[src/rtl/matrix_pkg.sv]
// matrix_pkg
// Shared types for the element-wise matrix engine:
//   mat_op_e    - operation select (ADD, SUB, MAX, MIN), encoded as on op_mode
//   mat_state_e - top-level sequencer state
//   rc_t        - row/column pair produced by flat_to_rc()
package matrix_pkg;

    typedef enum logic [1:0] {
        OP_ADD = 2'b00,
        OP_SUB = 2'b01,
        OP_MAX = 2'b10,
        OP_MIN = 2'b11
    } mat_op_e;

    typedef enum logic {
        S_IDLE = 1'b0,
        S_RUN  = 1'b1
    } mat_state_e;

    typedef struct packed {
        int row;
        int col;
    } rc_t;

    // Row-major flat index -> (row, col).
    function automatic rc_t flat_to_rc(input int flat, input int cols);
        rc_t v_rc;
        v_rc.row = flat / cols;
        v_rc.col = flat % cols;
        return v_rc;
    endfunction

endpackage

[src/rtl/matrix_ew_alu.sv]
// matrix_ew_alu
// One combinational element-wise lane: o_res = op(i_a, i_b).
// Configuration macro: MATRIX_EW_SAT_EN (ADD clamps high, SUB clamps at zero).
// Ports:
//   i_op  - operation select
//   i_a   - operand A, unsigned IN_W
//   i_b   - operand B, unsigned IN_W
//   o_res - result, OUT_W
module matrix_ew_alu
    import matrix_pkg::*;
#(
    parameter int IN_W  = 8,
    parameter int OUT_W = 16
) (
    input  mat_op_e          i_op,
    input  logic [IN_W-1:0]  i_a,
    input  logic [IN_W-1:0]  i_b,
    output logic [OUT_W-1:0] o_res
);

    logic             w_a_gt_b;
    logic [OUT_W-1:0] w_add;
    logic [OUT_W-1:0] w_sub;

    assign w_a_gt_b = (i_a > i_b);

`ifdef MATRIX_EW_SAT_EN
    logic [OUT_W:0] w_sum;
    logic [OUT_W:0] w_diff;

    assign w_sum  = (OUT_W+1)'(i_a) + (OUT_W+1)'(i_b);
    assign w_diff = (OUT_W+1)'(i_a) - (OUT_W+1)'(i_b);
    // Carry out of OUT_W means overflow; MSB of the difference means a borrow (negative).
    assign w_add  = w_sum[OUT_W]  ? '1 : w_sum[OUT_W-1:0];
    assign w_sub  = w_diff[OUT_W] ? '0 : w_diff[OUT_W-1:0];
`else
    // Plain wrap: the extension bit would be discarded anyway, so compute at OUT_W.
    assign w_add = OUT_W'(i_a) + OUT_W'(i_b);
    assign w_sub = OUT_W'(i_a) - OUT_W'(i_b);
`endif

    always_comb begin
        o_res = '0;
        case (i_op)
            OP_ADD:  o_res = w_add;
            OP_SUB:  o_res = w_sub;
            OP_MAX:  o_res = OUT_W'(w_a_gt_b ? i_a : i_b);
            OP_MIN:  o_res = OUT_W'(w_a_gt_b ? i_b : i_a);
            default: o_res = '0;
        endcase
    end

endmodule

[src/rtl/matrix_elementwise_unit.sv]
// matrix_elementwise_unit
// Element-wise matrix engine: c[r][k] = op(a[r][k], b[r][k]) over a ROWS x COLS tile,
// LANES elements per clock in row-major order, start/busy/done handshake.
// Configuration macro: MATRIX_EW_SAT_EN (saturating ADD/SUB inside each lane).
// Ports:
//   clk     - clock, rising edge
//   rst     - synchronous active-high reset
//   start   - request a pass, honoured only in IDLE
//   op_mode - 00 ADD, 01 SUB, 10 MAX, 11 MIN; latched when start is accepted
//   a, b    - operand tiles, held stable while busy
//   c       - registered result tile
//   busy    - high while a pass is running
//   done    - sticky completion flag, cleared by the next accepted start
//
// state  | meaning
// S_IDLE | waiting for start; c and done hold their values
// S_RUN  | writing one group of LANES elements per clock
module matrix_elementwise_unit
    import matrix_pkg::*;
#(
    parameter int ROWS  = 4,
    parameter int COLS  = 4,
    parameter int IN_W  = 8,
    parameter int OUT_W = 16,
    parameter int LANES = 1
) (
    input  logic             clk,
    input  logic             rst,
    input  logic             start,
    input  logic [1:0]       op_mode,
    input  logic [IN_W-1:0]  a [ROWS][COLS],
    input  logic [IN_W-1:0]  b [ROWS][COLS],
    output logic [OUT_W-1:0] c [ROWS][COLS],
    output logic             busy,
    output logic             done
);

    localparam int N  = ROWS * COLS;
    localparam int IW = $clog2(N + 1);

    generate
        if (LANES < 1 || (N % LANES) != 0) begin : g_bad_lanes
            $error("matrix_elementwise_unit: LANES must divide ROWS*COLS");
        end
    endgenerate

    localparam logic [IW-1:0] LAST_IDX = IW'(N - LANES);

    mat_state_e       r_state;
    logic [IW-1:0]    r_idx;
    mat_op_e          r_op;
    logic             r_busy;
    logic             r_done;

    logic [IN_W-1:0]  w_a   [LANES];
    logic [IN_W-1:0]  w_b   [LANES];
    logic [OUT_W-1:0] w_res [LANES];
    logic [OUT_W-1:0] w_c_next [ROWS][COLS];
    rc_t              w_rc_rd;
    rc_t              w_rc_wr;

    // Element e always lands on lane e%LANES, in the group whose base index is e-e%LANES.
    always_comb begin
        w_a     = '{default: '0};
        w_b     = '{default: '0};
        w_rc_rd = '0;
        for (int e = 0; e < N; e++) begin
            w_rc_rd = flat_to_rc(e, COLS);
            if (r_idx == IW'(e - (e % LANES))) begin
                w_a[e % LANES] = a[w_rc_rd.row][w_rc_rd.col];
                w_b[e % LANES] = b[w_rc_rd.row][w_rc_rd.col];
            end
        end
    end

    generate
        for (genvar l = 0; l < LANES; l++) begin : g_lane
            matrix_ew_alu #(
                .IN_W  (IN_W),
                .OUT_W (OUT_W)
            ) u_alu (
                .i_op  (r_op),
                .i_a   (w_a[l]),
                .i_b   (w_b[l]),
                .o_res (w_res[l])
            );
        end
    endgenerate

    // Only the current group changes; everything else keeps its previous result.
    always_comb begin
        w_c_next = c;
        w_rc_wr  = '0;
        if (r_state == S_RUN) begin
            for (int e = 0; e < N; e++) begin
                w_rc_wr = flat_to_rc(e, COLS);
                if (r_idx == IW'(e - (e % LANES))) begin
                    w_c_next[w_rc_wr.row][w_rc_wr.col] = w_res[e % LANES];
                end
            end
        end
    end

    always_ff @(posedge clk) begin
        if (rst) begin
            r_state <= S_IDLE;
            r_idx   <= '0;
            r_op    <= OP_ADD;
            r_busy  <= 1'b0;
            r_done  <= 1'b0;
            for (int r = 0; r < ROWS; r++) begin
                for (int k = 0; k < COLS; k++) begin
                    c[r][k] <= '0;
                end
            end
        end else begin
            c <= w_c_next;
            case (r_state)
                S_IDLE: begin
                    if (start) begin
                        r_state <= S_RUN;
                        r_idx   <= '0;
                        r_op    <= mat_op_e'(op_mode);
                        r_done  <= 1'b0;
                        r_busy  <= 1'b1;
                    end
                end
                S_RUN: begin
                    if (r_idx == LAST_IDX) begin
                        r_state <= S_IDLE;
                        r_busy  <= 1'b0;
                        r_done  <= 1'b1;
                    end else begin
                        r_idx <= r_idx + IW'(LANES);
                    end
                end
                default: r_state <= S_IDLE;
            endcase
        end
    end

    assign busy = r_busy;
    assign done = r_done;

endmodule

[config.mk]
export PLATFORM = sky130hd
export DESIGN_NAME = matrix_elementwise_unit
export DESIGN_NICKNAME = d
export VERILOG_FILES = /design/src/rtl/matrix_pkg.sv /design/src/rtl/matrix_ew_alu.sv /design/src/rtl/matrix_elementwise_unit.sv
export SDC_FILE = /design/constraint.sdc
export NUM_CORES = 1
export LEC_CHECK = 0
export ABC_AREA = 1
export CORE_ASPECT_RATIO = 1.25
export CORE_MARGIN = 10
export CORE_UTILIZATION = 30
export CTS_BUF_LIST = sky130_fd_sc_hd__clkbuf_4 sky130_fd_sc_hd__clkbuf_8
export DETAILED_ROUTE_END_ITERATION = 6
export PLACE_DENSITY_LB_ADDON = 0.15
export SLEW_MARGIN = 10
export SYNTH_ARGS = -nofsm -noshare
export SYNTH_HDL_FRONTEND = slang
export SYNTH_SLANG_ARGS = --single-unit
export TNS_END_PERCENT = 30
[constraint.sdc]
create_clock -name clk -period 5.1 [get_ports clk]
set_input_delay 0.765 -clock clk [delete_from_list [all_inputs] [get_ports clk]]
set_output_delay 0.765 -clock clk [all_outputs]
set_load 0.01 [all_outputs]
==> results of run 1 <==
repair_timing:
| item | in CTS | in global routing |
|---|---|---|
| endpoints found under the setup margin | 111 | 160 |
| setup buffers | 1 | 18 |
| resized for setup | 6 | 87 |
| gates cloned | 0 | 3 |
| pin swaps | 1 | 34 |
through the flow:
stage	instance area, um^2	setup slack, ns	std cells
2_1_floorplan	10900	0.798	1685
3_3_place_gp	16400	-0.285	2587
3_5_place_dp	16400	-0.280	2587
4_1_cts	16900	0.0158	2619
5_1_grt	17300	-0.0144	2644
6_report	17300	0.287	2646
logic make-up after synthesis:
group / Yosys count
AND/OR/NAND/NOR: 721
adder cells (fa/ha/maj): 23
AO/OA/AOI/OAI: 366
flip-flops: 170
buffers and inverters: 402
XOR/XNOR: 3
routing by layer:
metal	wire (um)	global-route usage	part of all wire
met5	0	0	0
met4	1540	0.0761	0.028
met3	4780	0.0735	0.087
met2	27100	0.407	0.49
met1	21600	0.264	0.39
state kept, by name (all words and copies together) (netlist names):
register / count
busy: 1
c: 160
done: 1
r_idx: 5
r_op: 2
r_state: 1
cell usage in the layout, fill, tap and decap left out, types with 12 or more instances in the layout:
cell,n
ha_1,17
inv_2,17
dfxtp_1,165
o21ai_0,178
nor2_4,12
or2_0,12
a21oi_2,27
nand2_1,395
nand2_2,26
inv_1,186
or2_2,27
o21a_1,16
clkbuf_8,19
o221ai_1,16
clkdlybuf4s50_1,518
buf_4,101
a21oi_1,96
buf_12,14
nor2_1,88
nand3_1,120
power breakdown:
group          leakage, nW  internal, mW  switching [mW]
sequential            1.38          1.34          0.0138
combinational         5.84         0.710           0.852
clock                0.197         0.464           0.534
total                 7.42          2.52            1.40
area by class of cell:
class	instances	area (um^2)
repair buffers	641	6340
flip-flops and latches	170	3420
well taps	474	593
clock inverters	12	139
fillers	3618	18300
multi-input cells	1113	5770
inverters	210	801
diodes	7	17.5
clock buffers	19	262
path summary, 6_finish.rpt:
check	start	end	slack [ns]	cells past startpoint
setup / recovery	r_idx[1]	c[116]	0.29	37
setup reg to reg	r_idx[1]	c[116]	0.29	37
hold reg to reg	c[4]	c[4]	0.46	2
hold / removal	c[4]	c[4]	0.46	2
tightest hold or removal path, delay by kind of cell, from the launching register on:
family | cells | cell delay [ns]
and+or+nand+nor | 1 | 0.06
AOI/OAI and AO/OA | 1 | 0.05
DFF | 1 | 0.32
==> impl_results.md, run 1 <==
- Status: completed
- Die W: 190 um
- First-pass DRT Iterations: 5
- Top-count cell post-synth: nand2_1
- First-pass GRT wire length: 78.7 mm
- WP buf/inv: 6
- Seq/Total Area, Yosys: 0.313
- Worst-Skew Late Latency: 0.49 ns
- Post-CTS Hold Buffers: 0
- Critical path class: register to register
- Average size of a mapped cell: 6.46 um^2
- Compound-Gate Fraction of Synth Area: 0.189
- CP Max Fanout: 13
- Clock Tree Buf Depth: 2
- Clock Sinks: 170
- Drc violations: 0
- XOR/XNOR Fraction of Synth Area: 0.00242
- Die area: 44,300 um^2
- Syn_nets: 1,969
- Largest net degree at the start of global routing: 102
- Total Routing Usage GR: 0.234
- Root Buffer: clkbuf_8
- Max Cap Viol: 0
- Die Height: 233 um
- CTS Buf Count: 17
- Power density over cell area: 226 nW/um^2
- Routed Antenna Nets: 0
- Max Freq: 208 MHz
- Largest family of logic cells by synthesized area: simple AND/OR/NAND/NOR gates
- Commonest cells post-synth: nand2_1, inv_1, o21ai_0
- Layout Utilization: 0.486
- Period minus WS final: 4.81 ns
- Slew Limit Fails: 0
- Syn Std Cell Area: 10,900 um^2
- Crit path max-delay family: simple AND/OR/NAND/NOR gates
- # setup viols final: 0
- Adder-Cell Fraction of Synth Area: 0.0278
- Routed vias/inst: 4.71
- Most used cell, CP: nand2_1
- Clock transition at path regs: 0.09 ns
- Final Hold Viols: 0
- Starting DRT DRC Count: 652
- CP Launch Type: register
- Dominant synthesized flop cell: dfxtp_1
- Flops & latches, synth: 170
- Worst-Margin Slew: 0.902 ns
- CP Capture Type: register
- Slowest cell on the critical path: dfxtp_4
- Worst hold-check path type: register to register
- Top cells by area, synth: dfxtp_1, nand2_1, o21ai_0
- Setup_tns: 0 ns
- Core area: 35,600 um^2
- Peak VDD IR: 0.175 mV
- Lkg Pwr: 7.42 nW
- Arrival @ worst endpoint: 5.23 ns
- Layout area overhead: 59.3%
- Initial core utilization: 0.305
- Yosys warns: 0
- Area leader, netlist: dfxtp_1
- Mux contribution to synthesized area: 0
- Synth Area in Simple Gates: 0.287
- Ys async rst share: 0
- Skew final: 0.00950 ns
- Total power: 3.92 mW
- Total Wirelength: 55.0 mm
- Share of layout cells above drive strength 1: 0.139
- GPL Wtd Cong: 0.918
- Nets: 2,437
- Netlist cell types: 41
- I/O pin cnt: 519
- Yosys top cell area share: 0.313
- Worst slew margin: 0.399
- Final HPWL from detailed placement: 43.4 mm
- Critical Path RT: 5.52 ns
- Min Hold Slack: 0.462 ns
- Routed len/inst: 20.8 um
- Remaining global-route overflow: 0
- Final period utilization: 0.944
- CTS tree: yes
- H-tree levels: 4
- Initial antenna violation count: 6
- Row cnt: 77
- Largest stage delay, worst path: 0.38 ns
- Vias in the first global route: 12,300
- Vias: 12,500
- Gate Count Post-Synth: 1,685
- Number of synthesized flops with an enable pin: 0
- Port Buffer Count: 518
(Power assumes the default switching activity.)
==> inputs of run 2 (changes only) <==
--- a/config.mk
+++ b/config.mk
@@ -11,7 +11,9 @@
 export CORE_UTILIZATION = 30
 export CTS_BUF_LIST = sky130_fd_sc_hd__clkbuf_4 sky130_fd_sc_hd__clkbuf_8
 export DETAILED_ROUTE_END_ITERATION = 6
+export MAX_ROUTING_LAYER = met4
 export PLACE_DENSITY_LB_ADDON = 0.15
+export SETUP_SLACK_MARGIN = 0.02
 export SLEW_MARGIN = 10
 export SYNTH_ARGS = -nofsm -noshare
 export SYNTH_HDL_FRONTEND = slang
==> impl_results.md, run 2 (synthesis gave the netlist of run 1 again) <==
- Status: complete, but fails checks
- Failing checks: design-rule violations
- Worst slew margin: 0.365
- Critical path class: register to register
- Initial antenna violation count: 3
- Critical Path RT: 5.49 ns
- Routed vias/inst: 4.76
- Die area: 44,300 um^2
- CP Max Fanout: 8
- GPL Wtd Cong: 0.943
- Root Buffer: clkbuf_8
- Worst hold-check path type: register to register
- Clock Tree Buf Depth: 2
- Worst Hold Launch: c[7]
- Row cnt: 77
- Period minus WS final: 5.00 ns
- Reg-to-reg endpoint: c[16]
- Vias in the first global route: 12,500
- Peak VDD IR: 0.201 mV
- FF+latch area: 3410 um^2
- I/O pin cnt: 519
- Non-Filler Instances: 2,672
- Total Wirelength: 56.6 mm
- First-pass DRT Iterations: 7
- Worst setup path start: r_idx[1]
- Setup slack, reg-to-reg: 0.10 ns
- Port Buffer Count: 518
- Power density over cell area: 227 nW/um^2
- Total Routing Usage GR: 0.243
- Clock transition at path regs: 0.10 ns
- WHS Endpoint: c[7]
- Cell count after placement: 2,603
- Crit Reg-Reg Startpoint: r_idx[1]
- Arrival @ worst endpoint: 5.38 ns
- Slew Limit Fails: 0
- Max Cap Viol: 0
- Most frequent cells in the layout: clkdlybuf4s50_1, nand2_1, inv_1, o21ai_0, dfxtp_1
- Commonest non-fill, non-tap cell in the layout: clkdlybuf4s50_1
- Final period utilization: 0.979
- Number of flip-flops in the largest register: 160
- Drc violations: 12
- Layout area overhead: 65.0%
- Die Height: 233 um
- Register bank with the most flops: c
- Starting DRT DRC Count: 765
- Vias: 12,700
- CTS tree: yes
- Core area: 35,600 um^2
- Footprint of the multi-input gates: 6030 um^2
- Routed len/inst: 21.2 um
- CTS Buf Count: 17
- Largest stage delay, worst path: 0.39 ns
- Routed Antenna Nets: 0
- Total power: 4.07 mW
- CP Capture Type: register
- Lkg Pwr: 7.62 nW
- Max Freq: 200 MHz
- # fillers: 3,578
- Hold Crit Depth: 2
- Remaining global-route overflow: 0
- Share of layout cells above drive strength 1: 0.178
- Final HPWL from detailed placement: 43.8 mm
- Slowest cell on the critical path: dfxtp_4
- Initial core utilization: 0.305
- Post-CTS Hold Buffers: 0
- Worst-Skew Late Latency: 0.49 ns
- Final Hold Viols: 0
- Worst Reg2Reg Path Length in Cells: 36
- CP Launch Type: register
- Clock Sinks: 170
- # setup viols final: 0
- Largest net degree at the start of global routing: 94
- First-pass GRT wire length: 80.0 mm
- Most used cell, CP: nand2_1
- Worst-Margin Slew: 0.950 ns
- Skew final: 0.0145 ns
- Die W: 190 um
- Nets: 2,466
- Biggest registers after layout: c: 160 flops, r_idx: 5 flops, r_op: 2 flops
- H-tree levels: 4
- Setup repair after global routing missed its margin: true
run 2: how the worst max path moves through the flow:
stage	to	slack, ns	depth (start not counted)
3_3_place_gp	c[227]	-0.37	37
5_1_grt	c[16]	-0.25	41
3_5_place_dp	c[6]	-0.36	37
2_1_floorplan	c[104]	0.80	34
6_report	c[16]	0.10	36
4_1_cts	c[163]	0.03	42
run 2: layout make-up:
cell class              instances  area share
well taps                     474      0.0330
multi-input cells            1113       0.336
diodes                          3    0.000418
flip-flops and latches        170       0.190
clock buffers                  18      0.0138
inverters                     210      0.0450
clock inverters                14     0.00885
repair buffers                670       0.373
run 2: metal layers:
layer	routed length, um	vias to the layer above	GRT usage
met1	22500	5906	0.276
met3	4790	43	0.0670
met4	1010	0	0.0584
li1	-	6278	-
met2	28400	479	0.415
met5	0	-	-
run 2: repair_timing:
item,CTS,global route
resized for setup,10,161
gates cloned,0,4
pin swaps,4,53
setup buffers,3,27
endpoints found under the setup margin,128,144
run 2: report_power, final:
part	total [mW]	internal (mW)	switching, mW
Combinational	1.73	0.788	0.941
Sequential	1.36	1.34	0.0144
Clock	0.987	0.419	0.568
Total	4.07	2.55	1.52
run 2: worst max-delay path, delay by kind of cell (launching register included):
kind | cells | cell delay (ns)
flip-flops | 1 | 0.39
AND/OR/NAND/NOR | 21 | 2.08
adder cells (fa/ha/maj) | 2 | 0.44
AO/OA/AOI/OAI | 6 | 0.92
buffers and inverters | 7 | 1.05
run 2: through the flow:
step / instance area (um^2) / hold slack (ns) / utilization / setup slack [ns] / setup TNS, ns
6_report: 18000 / 0.463 / 0.504 / 0.105 / 0
5_1_grt: 18000 / 0.491 / 0.504 / -0.246 / -15.82
4_1_cts: 17000 / 0.467 / 0.478 / 0.0320 / 0
3_5_place_dp: 16600 / 0.449 / 0.465 / -0.364 / -31.09
3_3_place_gp: 16600 / 0.445 / 0.465 / -0.370 / -31.80
2_1_floorplan: 10900 / 0.463 / - / 0.798 / 0
==> inputs of run 3 (changes only) <==
--- a/config.mk
+++ b/config.mk
@@ -6,11 +6,10 @@
 export NUM_CORES = 1
 export LEC_CHECK = 0
 export ABC_AREA = 1
-export CORE_ASPECT_RATIO = 1.25
-export CORE_MARGIN = 10
-export CORE_UTILIZATION = 30
+export CORE_AREA = 10 10 196 198
 export CTS_BUF_LIST = sky130_fd_sc_hd__clkbuf_4 sky130_fd_sc_hd__clkbuf_8
 export DETAILED_ROUTE_END_ITERATION = 6
+export DIE_AREA = 0 0 206 208
 export MAX_ROUTING_LAYER = met4
 export PLACE_DENSITY_LB_ADDON = 0.15
 export SETUP_SLACK_MARGIN = 0.02
==> impl_results.md, run 3 (synthesis gave the netlist of run 1 again) <==
- GPL Wtd Cong: 0.991
- Routed len/inst: 21.4 um
- Comb power frac: 0.413
- # fillers: 3,503
- Port Buffer Count: 518
- Peak VDD IR: 0.213 mV
- CP Launch Type: register
- Power density over cell area: 225 nW/um^2
- Initial antenna violation count: 7
- Max Cap Viol: 0
- Non-Filler Instances: 2,641
- First-pass DRT Iterations: 5
- Final Hold Viols: 0
- Flop pwr share: 0.345
- Total Routing Usage GR: 0.251
- Dpl cell area: 16,300 um^2
- Row cnt: 68
- Clock Tree Buf Depth: 2
- Remaining global-route overflow: 0
- Arrival @ worst endpoint: 5.09 ns
- Largest stage delay, worst path: 0.39 ns
- Sw Ratio: 0.377
- I/O pin cnt: 519
- Most used cell, CP: nand2_1
- Die area: 42,800 um^2
- Root Buffer: clkbuf_8
- Final non-filler cell area: 17,500 um^2
- Cell count after placement: 2,563
- Nets: 2,451
- Routed vias/inst: 4.75
- Worst hold-check path type: register to register
- Core area: 34,400 um^2
- H-tree levels: 4
- Most frequent cells in the layout: clkdlybuf4s50_1, nand2_1, inv_1, o21ai_0, dfxtp_1
- Period minus WS final: 4.78 ns
- Vias: 12,500
- CTS tree: yes
- Max Freq: 209 MHz
- First-pass GRT wire length: 80.3 mm
- Cell Int Power: 2.45 mW
- Commonest non-fill, non-tap cell in the layout: clkdlybuf4s50_1
- Crit path max-delay family: simple AND/OR/NAND/NOR gates
- Total power: 3.93 mW
- Initial core utilization: 0.317
- Clock transition at path regs: 0.10 ns
- Vias in the first global route: 12,100
- Critical Path RT: 5.41 ns
- Die Height: 208 um
- Layout area overhead: 61.1%
- CP Capture Type: register
- Psw: 1.48 mW
- Lkg Pwr: 7.50 nW
- CP Max Fanout: 10
- Clock Sinks: 170
- Setup_tns: 0 ns
- Final period utilization: 0.938
- Biggest registers after layout: c: 160 flops, r_idx: 5 flops, r_op: 2 flops
- Final HPWL from detailed placement: 44.4 mm
- # setup viols final: 0
- Share of layout cells above drive strength 1: 0.143
- Layout Utilization: 0.510
- Worst slew margin: 0.178
- Number of flip-flops in the largest register: 160
- Post-CTS Hold Buffers: 0
- Worst-Skew Late Latency: 0.46 ns
- Largest net degree at the start of global routing: 69
- Worst-Margin Slew: 1.23 ns
- Total Wirelength: 56.6 mm
- Slew Limit Fails: 0
- Skew final: 0.0185 ns
- Status: completed
- Slowest cell on the critical path: dfxtp_4
- Register bank with the most flops: c
- Die W: 206 um
- Drc violations: 0
- CTS Buf Count: 17
- Clk network pwr share: 0.242
- Routed Antenna Nets: 0
- Starting DRT DRC Count: 782
- Critical path class: register to register
- WP buf/inv: 7
-- run 3: what timing repair did --
action                                 in CTS  in global routing
endpoints found under the hold margin       0                  0
buffers inserted                            0                 32
resized for setup                           6                 94
cloned                                      0                  8
pin swaps                                   0                 36
setup endpoints to repair                 142                160
-- run 3: final timing paths --
check / end / cells after the start / start / slack, ns
hold / removal: c[0] / 2 / c[0] / 0.46
setup reg to reg: c[244] / 36 / r_idx[0] / 0.32
setup / recovery: c[244] / 36 / r_idx[0] / 0.32
hold reg to reg: c[0] / 2 / c[0] / 0.46
-- run 3: final cells by class --
type	instances	area [um^2]	area share
clock inverters	14	154	0.00878
flip-flops and latches	170	3420	0.195
repair buffers	652	6440	0.368
inverters	210	827	0.0472
multi-input cells	1116	5860	0.335
diodes	7	17.5	0.00100
well taps	455	569	0.0325
clock buffers	17	234	0.0134
-- run 3: worst register-to-register path, delay by kind of cell, from the launching register on --
family,cells,cell delay (ns)
compound gates,7,1.08
fa+ha+maj,2,0.35
buf+inv,7,0.83
flops,1,0.39
simple gates,20,1.98
-- run 3: stage by stage --
| stage | setup slack, ns | hold WS (ns) |
|---|---|---|
| floorplan | 0.798 | 0.463 |
| global placement | -0.202 | 0.440 |
| detailed placement | -0.212 | 0.444 |
| CTS | 0.0237 | 0.467 |
| global route | -0.0123 | 0.490 |
| finish | 0.316 | 0.462 |
-- run 3: routing by layer --
layer,GRT usage,share of wire
met1,0.290,0.41
met2,0.437,0.51
met3,0.0510,0.064
met4,0.0582,0.014
met5,-,0
-- run 3: power groups by stage --
stage                     clock network (mW)  registers [mW]  logic, mW
after floorplan                            0            1.39      0.643
after global placement                     0            1.39       1.42
after detailed placement                   0            1.39       1.42
after CTS                              0.977            1.36       1.43
after global routing                    1.03            1.36       1.74
final                                  0.953            1.36       1.62
